[src/rtl/regfile_write_arbiter.sv]
// Register-file write-port master: merges ALU and load writebacks, buffers load
// returns in a small FIFO with an anti-starvation age counter, and tracks pending loads.
module regfile_write_arbiter #(
    parameter int XLEN     = 32,
    parameter int LQ_DEPTH = 2,
    parameter int AGE_MAX  = 3
) (
    input  logic            clk,
    input  logic            reset,
    input  logic            alu_valid,
    input  logic [4:0]      alu_rd,
    input  logic [XLEN-1:0] alu_data,
    output logic            alu_ready,
    input  logic            ld_valid,
    input  logic [4:0]      ld_rd,
    input  logic [XLEN-1:0] ld_data,
    output logic            ld_ready,
    input  logic            issue_valid,
    input  logic [4:0]      issue_rd,
    output logic            we,
    output logic [4:0]      wa,
    output logic [XLEN-1:0] wd,
    output logic [31:0]     busy
);

    localparam int PTR_W = (LQ_DEPTH > 1) ? $clog2(LQ_DEPTH) : 1;
    localparam int CNT_W = PTR_W + 1;
    localparam int AGE_W = $clog2(AGE_MAX + 1);

    logic [4:0]      rd_mem   [LQ_DEPTH];
    logic [XLEN-1:0] data_mem [LQ_DEPTH];

    logic [PTR_W-1:0] wr_ptr_reg, rd_ptr_reg;
    logic [CNT_W-1:0] count_reg,  count_next;
    logic [AGE_W-1:0] age_reg,    age_next;

    logic            we_reg;
    logic [4:0]      wa_reg;
    logic [XLEN-1:0] wd_reg;
    logic [31:1]     busy_reg;

    logic            head_present;
    logic            head_forced;
    logic            alu_win;
    logic            deq;
    logic            enq;
    logic            win_any;
    logic [4:0]      head_rd;
    logic [XLEN-1:0] head_data;
    logic [4:0]      win_rd;
    logic [XLEN-1:0] win_data;

    // Handshake-ready signals depend on registered state only.
    assign head_present = (count_reg != '0);
    assign head_forced  = head_present && (age_reg == AGE_W'(AGE_MAX));
    assign alu_ready    = !head_forced;
    assign ld_ready     = (count_reg < CNT_W'(LQ_DEPTH));

    assign alu_win = alu_valid && !head_forced;
    assign deq     = !alu_win && head_present;
    assign enq     = ld_valid && ld_ready;
    assign win_any = alu_win || deq;

    assign head_rd   = rd_mem[rd_ptr_reg];
    assign head_data = data_mem[rd_ptr_reg];

    always_comb begin
        win_rd   = head_rd;
        win_data = head_data;
        if (alu_win) begin
            win_rd   = alu_rd;
            win_data = alu_data;
        end
    end

    always_comb begin
        count_next = count_reg;
        if (enq && !deq) begin
            count_next = count_reg + CNT_W'(1);
        end else if (deq && !enq) begin
            count_next = count_reg - CNT_W'(1);
        end
    end

    always_comb begin
        age_next = age_reg;
        if (deq || !head_present) begin
            age_next = '0;
        end else if (age_reg != AGE_W'(AGE_MAX)) begin
            age_next = age_reg + AGE_W'(1);
        end
    end

    // Payload storage carries no reset; validity is tracked by count_reg.
    always_ff @(posedge clk) begin
        if (enq) begin
            rd_mem[wr_ptr_reg]   <= ld_rd;
            data_mem[wr_ptr_reg] <= ld_data;
        end
    end

    always_ff @(posedge clk) begin
        if (reset) begin
            wr_ptr_reg <= '0;
            rd_ptr_reg <= '0;
            count_reg  <= '0;
            age_reg    <= '0;
        end else begin
            if (enq) begin
                wr_ptr_reg <= wr_ptr_reg + PTR_W'(1);
            end
            if (deq) begin
                rd_ptr_reg <= rd_ptr_reg + PTR_W'(1);
            end
            count_reg <= count_next;
            age_reg   <= age_next;
        end
    end

    // wa/wd hold their last value when there is no winner; x0 writes suppress we.
    always_ff @(posedge clk) begin
        if (reset) begin
            we_reg <= 1'b0;
            wa_reg <= '0;
            wd_reg <= '0;
        end else begin
            we_reg <= win_any && (win_rd != 5'd0);
            if (win_any) begin
                wa_reg <= win_rd;
                wd_reg <= win_data;
            end
        end
    end

    genvar gi;
    generate
        for (gi = 1; gi < 32; gi++) begin : g_busy
            // A new issue to the same register outranks the returning load's clear.
            always_ff @(posedge clk) begin
                if (reset) begin
                    busy_reg[gi] <= 1'b0;
                end else if (issue_valid && (issue_rd == 5'(gi))) begin
                    busy_reg[gi] <= 1'b1;
                end else if (deq && (head_rd == 5'(gi))) begin
                    busy_reg[gi] <= 1'b0;
                end
            end
        end
    endgenerate

    assign we   = we_reg;
    assign wa   = wa_reg;
    assign wd   = wd_reg;
    assign busy = {busy_reg, 1'b0};

endmodule
[config.mk]
export PLATFORM = sky130hd
export DESIGN_NAME = regfile_write_arbiter
export DESIGN_NICKNAME = d
export VERILOG_FILES = /design/src/rtl/regfile_write_arbiter.sv
export SDC_FILE = /design/constraint.sdc
export NUM_CORES = 1
export LEC_CHECK = 0
export ABC_CLOCK_PERIOD_IN_PS = 8900
export BUFFER_PORTS_ARGS = -buffer_cell sky130_fd_sc_hd__buf_2
export CORE_ASPECT_RATIO = 1.5
export CORE_MARGIN = 2
export CORE_UTILIZATION = 26
export DETAILED_ROUTE_END_ITERATION = 8
export GPL_TIMING_DRIVEN = 1
export SYNTH_ARGS = -nofsm -noshare
export SYNTH_HDL_FRONTEND = slang
export SYNTH_SLANG_ARGS = --single-unit
[constraint.sdc]
create_clock -name clk -period 8.9 [get_ports clk]
set_input_delay 1.78 -clock clk [delete_from_list [all_inputs] [get_ports clk]]
set_output_delay 1.78 -clock clk [all_outputs]
set_load 0.01 [all_outputs]
==> results of run 1 <==
==> final timing paths <==
check                to  startpoint  slack [ns]
max           alu_ready  age_reg[0]        5.57
min          age_reg[0]  age_reg[0]        0.44
min reg2reg  age_reg[0]  age_reg[0]        0.44
max reg2reg     busy[6]    register        6.59
==> critical path, stage by stage (launching register included) <==
cell and delay [ns]:
dfxtp_1 0.33, ha_1 0.21, o21a_1 0.32, inv_1 0.10, buf_2 0.17
==> through the flow <==
step	total power, W	area, um2	std cells
6_report	0.00209	8000	998
5_1_grt	0.00219	8000	998
4_1_cts	0.00212	8000	998
3_5_place_dp	0.00138	7410	966
3_3_place_gp	0.00137	7410	966
2_1_floorplan	0.00122	6370	529
==> power by group through the flow <==
stage	combinational (W)	clock [W]	sequential, W
floorplan	0.000327	0	0.000894
global placement	0.000483	0	0.000892
detailed placement	0.000487	0	0.000895
CTS	0.000489	0.000749	0.000881
global route	0.000523	0.000773	0.000891
finish	0.000480	0.000729	0.000879
==> cells in the final DEF, fill, tap and decap left out, types with 3 or more instances in the layout <==
cell,Yosys,final
buf_2,8,154
a21oi_1,69,69
a221oi_1,3,3
a311oi_1,31,31
nand2_1,39,39
and4b_1,3,3
a32oi_1,31,31
bufinv_16,0,3
inv_1,3,3
dfxtp_1,76,75
nor2_1,10,10
clkinvlp_4,0,3
nand3b_1,3,3
clkinv_2,0,3
mux2_2,34,34
clkbuf_16,0,17
nor2b_1,10,9
a2111oi_4,7,7
nor3b_1,5,5
buf_4,5,11
or3_1,3,3
o32ai_1,6,6
clkinv_4,0,3
nand3_1,32,32
nor4bb_1,3,3
edfxtp_1,74,74
==> layer usage <==
layer  global-route usage [%]  part of all wire, %
met2                     25.2                   54
met4                     6.28                  2.3
met1                     15.4                   40
met5                        0                0.091
met3                     3.39                  4.3
==> cell type report <==
type	instances	area [um2]
well taps	324	405
clock inverters	13	158
fillers	2470	16300
repair buffers	165	853
inverters	3	11.3
multi-input cells	324	2400
clock buffers	19	433
flip-flops and latches	150	3740
==> cells by family after synthesis <==
family | share of synthesized area (%)
multiplexers | 6.54
XOR/XNOR | 0.412
AND/OR/NAND/NOR | 11.1
buffers and inverters | 3.85
adder cells (fa/ha/maj) | 0.393
flip-flops | 58.7
other | 0.0588
AO/OA/AOI/OAI | 18.9
==> results.yml, run 1 <==
route:
  drt_iter0_drc: 259
  ant_nets: 0
  drt-total-wl_um: 17700
  drt_pre_antenna_iters: 4
  vias: 4850
  routedWlPerCell_um: 17.7
  drc_errors: 0
  vias_per_cell: 4.86
timing:
  whs_ns: 0.437
  post-route-period-util_pct: 37.5
  period_minus_slack_ns: 3.33
  max_freq_mhz: 300
  tightestPinTransition_ns: 1.06
  setup_viol: 0
  setup_tns_ns: 0
  slew_headroom_pct: 29.5
  setup_ws_ns: 5.57
  hold_viol_final: 0
  fin_worst_skew_ns: 0.00575
  maxSlewViolCount: 0
  rsz0062_at_grt: "false"
finish:
  fin_util_pct: 33.0
  n_antenna_cell: 0
  largest_reg_flops: 64
  nets: 747
  syn_to_final_growth_pct: 25.6
  drive_above_1_share_pct: 36.5
clock_tree:
  path_clk_slew_ns: 0.06
  cts_tree: "done"
  cts_setup_buffers: 0
  cts-root-buf: "clkbuf_16"
  ctsResizeCount: 0
  cts.htree.levels: 4
  cts_buffer_depth: 2
  cts.sinks: 150
  ctsHoldBuffers: 0
  cts_buffers: 17
  insertion_delay_ns: 0.43
grt:
  grt_pass1_wl_um: 27600
  grt_overflow: 0
  antenna_found_initial: 2
  grt_pass1_vias: 4878
  grt_max_degree: 70
  grt_usage_pct: 13.9
logic_synthesis:
  synthFlopType: "dfxtp_1"
  syn-cell-area_mm2: 0.00637
  synth_nets: 615
  synth_top_area_share_pct: 34.9
  synthArstFlopShare_pct: 0
  synth_top_cell_by_area: "edfxtp_1"
  yosysUniqueCellTypes: 48
  yosys-top-cells-area: "edfxtp_1 35%, dfxtp_1 24%, mux2_2 6.0%"
  syn-instance-count: 529
  ys_seq_elements: 150
  syn_area_per_cell_um2: 12.0
  synth_most_common_cell: "dfxtp_1"
  synth_edf_count: 74
  synthTopCellsByCount: "76 x dfxtp_1, 74 x edfxtp_1, 69 x a21oi_1, 39 x nand2_1, 34 x mux2_2"
  ys_warn_count: 0
  ys_seq_area_share_pct: 58.7
critical_path:
  cp.required_ns: 7.12
  crit_fanout: 8
  crit_arrival_ns: 1.55
  cp-end-kind: "output pin"
  critPathLaunchType: "register"
  reg2reg_depth: 4
  crit_type: "register to output pin"
floorplan:
  die_w_um: 132
  start_util_pct: 26.3
  ioPinCount: 156
  die_area_mm2: 0.0258
  num_rows: 70
  core_area_mm2: 0.0243
  dieHeight_um: 196
outcome:
  outcome: "finished, final reports clean"
power:
  seq_power_share_pct: 42.1
  power_switching_w: 0.000638
  power_frac_clock_pct: 34.9
  intPower_w: 0.00145
  pwr-share-comb_pct: 23.0
  ir_worst_vdd_mv: 0.131
  p_leak_nw: 2.88
  swShare_pct: 30.5
  p_per_area_mw_per_mm2: 261
hold_path:
  hp-class: "register to register"
  whs_path_depth: 1
placed_design:
  dp_hpwl_um: 11800
  preCtsSetupSlack_ns: 5.26
  io_buffers: 154
  routabilityCongestion: 0.762
job:
  maxCapViolCount: 0
Note: power is estimated with default switching activity, not from simulation.
==> inputs of run 2 (changes only) <==
- ABC_CLOCK_PERIOD_IN_PS: 8900 -> 2800
- clock period: 8.9 -> 2.8 ns (I/O delays scaled with it)
==> results.yml, run 2 (synthesis gave the netlist of run 1 again) <==
outcome:
  outcome: "finished, final reports clean"
timing:
  post-route-period-util_pct: 85.3
  maxSlewViolCount: 0
  period_minus_slack_ns: 2.39
  rsz0062_at_grt: "false"
  slew_headroom_pct: 47.4
  setup_tns_ns: 0
  fin_worst_skew_ns: 0.00816
  tightestPinTransition_ns: 0.789
  max_freq_mhz: 419
  setup_viol: 0
  setup_ws_ns: 0.411
  hold_viol_final: 0
clock_tree:
  cts.htree.levels: 4
  path_clk_slew_ns: 0.06
  cts_buffer_depth: 2
  cts_buffers: 17
  cts_tree: "done"
  cts_setup_buffers: 0
  insertion_delay_ns: 0.42
  cts-root-buf: "clkbuf_16"
  cts.sinks: 150
  ctsResizeCount: 0
  ctsHoldBuffers: 0
grt:
  grt_max_degree: 69
  grt_pass1_vias: 4788
  grt_pass1_wl_um: 26700
  grt_usage_pct: 13.6
  antenna_found_initial: 3
  grt_overflow: 0
power:
  power_frac_clock_pct: 33.4
  power_switching_w: 0.00201
  intPower_w: 0.00451
  seq_power_share_pct: 43.1
  p_leak_nw: 2.90
  pwr-share-comb_pct: 23.5
  p_per_area_mw_per_mm2: 811
  swShare_pct: 30.9
  ir_worst_vdd_mv: 0.425
finish:
  mostFrequentLayoutCells: "154 x buf_2, 75 x dfxtp_1, 74 x edfxtp_1, 69 x a21oi_1, 39 x nand2_1"
  n_fill_cell: 2474
  syn_to_final_growth_pct: 26.2
  nets: 753
  design_area_mm2: 0.00804
  finalNonFillerCells: 1005
  drive_above_1_share_pct: 37.4
  layout_commonest_cell: "buf_2"
  fin_util_pct: 33.2
  largest_reg_flops: 64
critical_path:
  crit_arrival_ns: 1.83
  cp-end-kind: "output pin"
  crit_fanout: 13
  cp.required_ns: 2.24
  crit_type: "register to output pin"
  critPathLaunchType: "register"
route:
  vias: 4825
  vias_per_cell: 4.80
  ant_nets: 0
  drc_errors: 0
  drt_iter0_drc: 239
  drt_pre_antenna_iters: 5
  drt-total-wl_um: 17300
  routedWlPerCell_um: 17.2
placed_design:
  routabilityCongestion: 0.745
  preCtsSetupSlack_ns: 0.617
  io_buffers: 154
  dpl_cell_area_mm2: 0.00748
  dp_hpwl_um: 12000
  dp.cells: 972
floorplan:
  core_area_mm2: 0.0243
  dieHeight_um: 196
  start_util_pct: 26.3
  die_area_mm2: 0.0258
  die_w_um: 132
  num_rows: 70
  ioPinCount: 156
job:
  maxCapViolCount: 0
hold_path:
  hp-class: "input pin to register"
## run 2: area by class of cell
cell class | instances | area (um2) | share of cell area, %
Inverter | 3 | 11.3 | 0.140
Clock buffer | 19 | 453 | 5.63
Timing Repair Buffer | 171 | 923 | 11.5
Clock inverter | 13 | 106 | 1.32
Sequential cell | 150 | 3740 | 46.6
Multi-Input combinational cell | 324 | 2400 | 29.8
Tap cell | 324 | 405 | 5.04
Antenna cell | 1 | 2.50 | 0.0311
## run 2: routing by layer
metal / global-route usage (%) / part of all wire (%)
met1: 15.2 / 40
met2: 25.0 / 54
met3: 3.44 / 5.1
met4: 4.43 / 1.5
met5: 0 / 0.16
## run 2: stage by stage
stage / total power, W / hold WS [ns]
finish: 0.00652 / 0.325
global route: 0.00686 / 0.305
CTS: 0.00661 / 0.305
detailed placement: 0.00443 / 0.420
global placement: 0.00440 / 0.415
floorplan: 0.00388 / 0.408
## run 2: worst paths after layout
| kind | from | end | slack [ns] | cells after the start |
|---|---|---|---|---|
| max | age_reg[0] | alu_ready | 0.41 | 4 |
| min | ld_data[17] | data_mem[1][17] | 0.32 | 1 |
| max reg2reg | count_reg[1] | count_reg[1] | 0.63 | 5 |
| min reg2reg | age_reg[0] | age_reg[0] | 0.43 | 1 |
## run 2: power groups by stage
stage	clock, W	sequential (W)	combinational, W
after global routing	0.00233	0.00285	0.00168
after CTS	0.00223	0.00282	0.00157
after floorplan	0	0.00284	0.00104
after detailed placement	0	0.00287	0.00156
final	0.00218	0.00281	0.00153
after global placement	0	0.00286	0.00155
## run 2: critical path: stages, from the launching register on
cell and delay, ns:
dfxtp_1 0.31, ha_1 0.23, o21a_1 0.22, inv_1 0.37
buf_2 0.27
==> inputs of run 3 (changes only) <==
- ABC_AREA: not set -> 1
- ABC_CLOCK_PERIOD_IN_PS: 2800 -> not set
- clock period: 2.8 -> 2 ns (I/O delays scaled with it)
==> results.yml, run 3 <==
outcome:
  outcome: "finished, final reports clean"
timing:
  hold_viol_final: 0
  max_freq_mhz: 557
  setup_tns_ns: 0
  slew_headroom_pct: 51.8
  fin_worst_skew_ns: 0.00626
  post-route-period-util_pct: 89.8
  tightestPinTransition_ns: 0.722
  maxSlewViolCount: 0
  rsz0062_at_grt: "false"
  period_minus_slack_ns: 1.80
  setup_viol: 0
  whs_ns: 0.162
route:
  drt_iter0_drc: 184
  drt-total-wl_um: 16800
  routedWlPerCell_um: 14.4
  ant_nets: 0
  drt_pre_antenna_iters: 4
  vias: 4947
  vias_per_cell: 4.23
  drc_errors: 0
power:
  p_per_area_mw_per_mm2: 1190
  intPower_w: 0.00659
  p_leak_nw: 3.48
  pwr-share-comb_pct: 23.8
  power_switching_w: 0.00286
  swShare_pct: 30.3
  ir_worst_vdd_mv: 0.632
  seq_power_share_pct: 40.7
  power_frac_clock_pct: 35.5
critical_path:
  reg2reg_depth: 6
  crit_buf_inv: 1
  cp.required_ns: 1.60
  worstSetupEndpoint: "alu_ready"
  cpMaxStageDelayCell: "dfxtp_1"
  crit_fanout: 5
  critPathLaunchType: "register"
  crit_type: "register to output pin"
  cp-end-kind: "output pin"
  cp.depth: 3
  reg2reg_slack_ns: 0.25
  crit_arrival_ns: 1.40
  critical_path.cell_chain: "ha_1 > nand2_2 > buf_2"
  crit_family: "flip-flops"
  cp-startpoint: "age_reg[0]"
  worstReg2RegStart: "age_reg[0]"
  slowest_delay_ns: 0.34
  r2r_end: "busy[31]"
finish:
  mostFrequentLayoutCells: "259 x nand2_1, 154 x buf_2, 75 x dfxtp_1, 74 x edfxtp_1, 56 x inv_1"
  syn_to_final_growth_pct: 29.2
  layout_commonest_cell: "nand2_1"
  largest_reg_flops: 64
  nets: 922
  drive_above_1_share_pct: 25.2
clock_tree:
  ctsResizeCount: 0
  cts_buffers: 17
  path_clk_slew_ns: 0.06
  ctsHoldBuffers: 0
  cts.htree.levels: 4
  cts.sinks: 150
  cts-root-buf: "clkbuf_16"
  cts_tree: "done"
  cts_buffer_depth: 2
  cts_setup_buffers: 0
  insertion_delay_ns: 0.42
placed_design:
  io_buffers: 154
  dp_hpwl_um: 12400
  routabilityCongestion: 0.793
logic_synthesis:
  synth_fa_ha_area_share_pct: 0.406
  synth_nets: 765
  synthArstFlopShare_pct: 0
  ys_warn_count: 0
  synth_compound_area_share_pct: 12.0
  synthTopCellsByCount: "259 x nand2_1, 76 x dfxtp_1, 74 x edfxtp_1, 56 x inv_1, 44 x nor2_1"
  ys_seq_area_share_pct: 60.8
  syn_area_per_cell_um2: 9.07
  synth_top_family_by_area: "simple AND/OR/NAND/NOR gates"
  syn-instance-count: 679
  synthXorXnorAreaFrac_pct: 0.426
  ys_seq_elements: 150
  synth_mux_area_share_pct: 0.162
  synthFlopType: "dfxtp_1"
  synth_edf_count: 74
  synth_top_area_share_pct: 36.1
  synth_top_cell_by_area: "edfxtp_1"
  yosysUniqueCellTypes: 30
  yosys.area_share.simple_pct: 20.0
  synth_most_common_cell: "nand2_1"
  yosys-top-cells-area: "edfxtp_1 36%, dfxtp_1 25%, nand2_1 16%"
  syn-cell-area_mm2: 0.00616
floorplan:
  die_area_mm2: 0.0250
  start_util_pct: 26.2
  dieHeight_um: 193
  die_w_um: 130
  num_rows: 69
  core_area_mm2: 0.0235
  ioPinCount: 156
grt:
  grt_max_degree: 38
  grt_pass1_wl_um: 25400
  grt_pass1_vias: 4843
  grt_overflow: 0
  grt_usage_pct: 13.8
  antenna_found_initial: 3
hold_path:
  hp-class: "input pin to register"
  whs_path_depth: 1
job:
  maxCapViolCount: 0
[run 3: cell types whose count changed after synthesis, moves of 34 or more]
cell      change
mux2_2       -34
a21oi_1      -36
nor2_1       +34
inv_1        +53
nand2_1     +220
o211ai_1     +35
[run 3: routing by layer]
layer	global-route usage [%]	vias to the layer above	share of wire, %	routed length [um]
met2	25.1	108	53	8940
met3	3.94	34	4.5	764
met5	0	-	0.077	13
li1	-	2521	-	-
met4	6.62	2	3.0	507
met1	14.3	2282	39	6600
[run 3: final cells by class]
| type | count | area [um2] |
|---|---|---|
| clock buffers | 23 | 510 |
| well taps | 319 | 399 |
| diodes | 2 | 5.00 |
| flip-flops and latches | 150 | 3740 |
| clock inverters | 9 | 119 |
| repair buffers | 170 | 903 |
| multi-input cells | 436 | 2050 |
| fillers | 2495 | 15500 |
| inverters | 61 | 229 |
[run 3: worst min path at each step]
stage | start | to | slack [ns]
floorplan | rd_ptr_reg | register | 0.47
global placement | busy[11] | busy[11] | 0.45
detailed placement | busy[2] | busy[2] | 0.45
CTS | ld_data[2] | data_mem[1][2] | 0.14
global route | ld_data[3] | data_mem[1][3] | 0.14
finish | ld_data[0] | data_mem[0][0] | 0.16
[run 3: stage by stage]
| stage | utilization [%] | instances | setup WS [ns] | cell area, um2 | total power, W |
|---|---|---|---|---|---|
| after floorplan | - | 679 | 0.0781 | 6170 | 0.00532 |
| after global placement | 31.2 | 1136 | 0.289 | 7330 | 0.00618 |
| after detailed placement | 31.2 | 1136 | 0.242 | 7330 | 0.00622 |
| after CTS | 33.9 | 1168 | 0.183 | 7960 | 0.00961 |
| after global routing | 33.9 | 1169 | 0.0450 | 7960 | 0.0100 |
| final | 33.9 | 1170 | 0.205 | 7960 | 0.00945 |
[run 3: cells by family (layout without fill, tap and decap cells)]
kind of cell	count (synthesis)	count (layout)
flip-flops	150	150
XOR/XNOR	3	3
AO/OA/AOI/OAI	111	111
other	1	3
AND/OR/NAND/NOR	318	318
adder cells (fa/ha/maj)	2	2
multiplexers	1	1
buffers and inverters	93	263
[run 3: power by group through the flow]
stage	combinational [W]	sequential [W]	clock [W]
after floorplan	0.00135	0.00397	0
after global placement	0.00227	0.00390	0
after detailed placement	0.00231	0.00391	0
after CTS	0.00231	0.00385	0.00344
after global routing	0.00254	0.00389	0.00358
final	0.00224	0.00385	0.00336
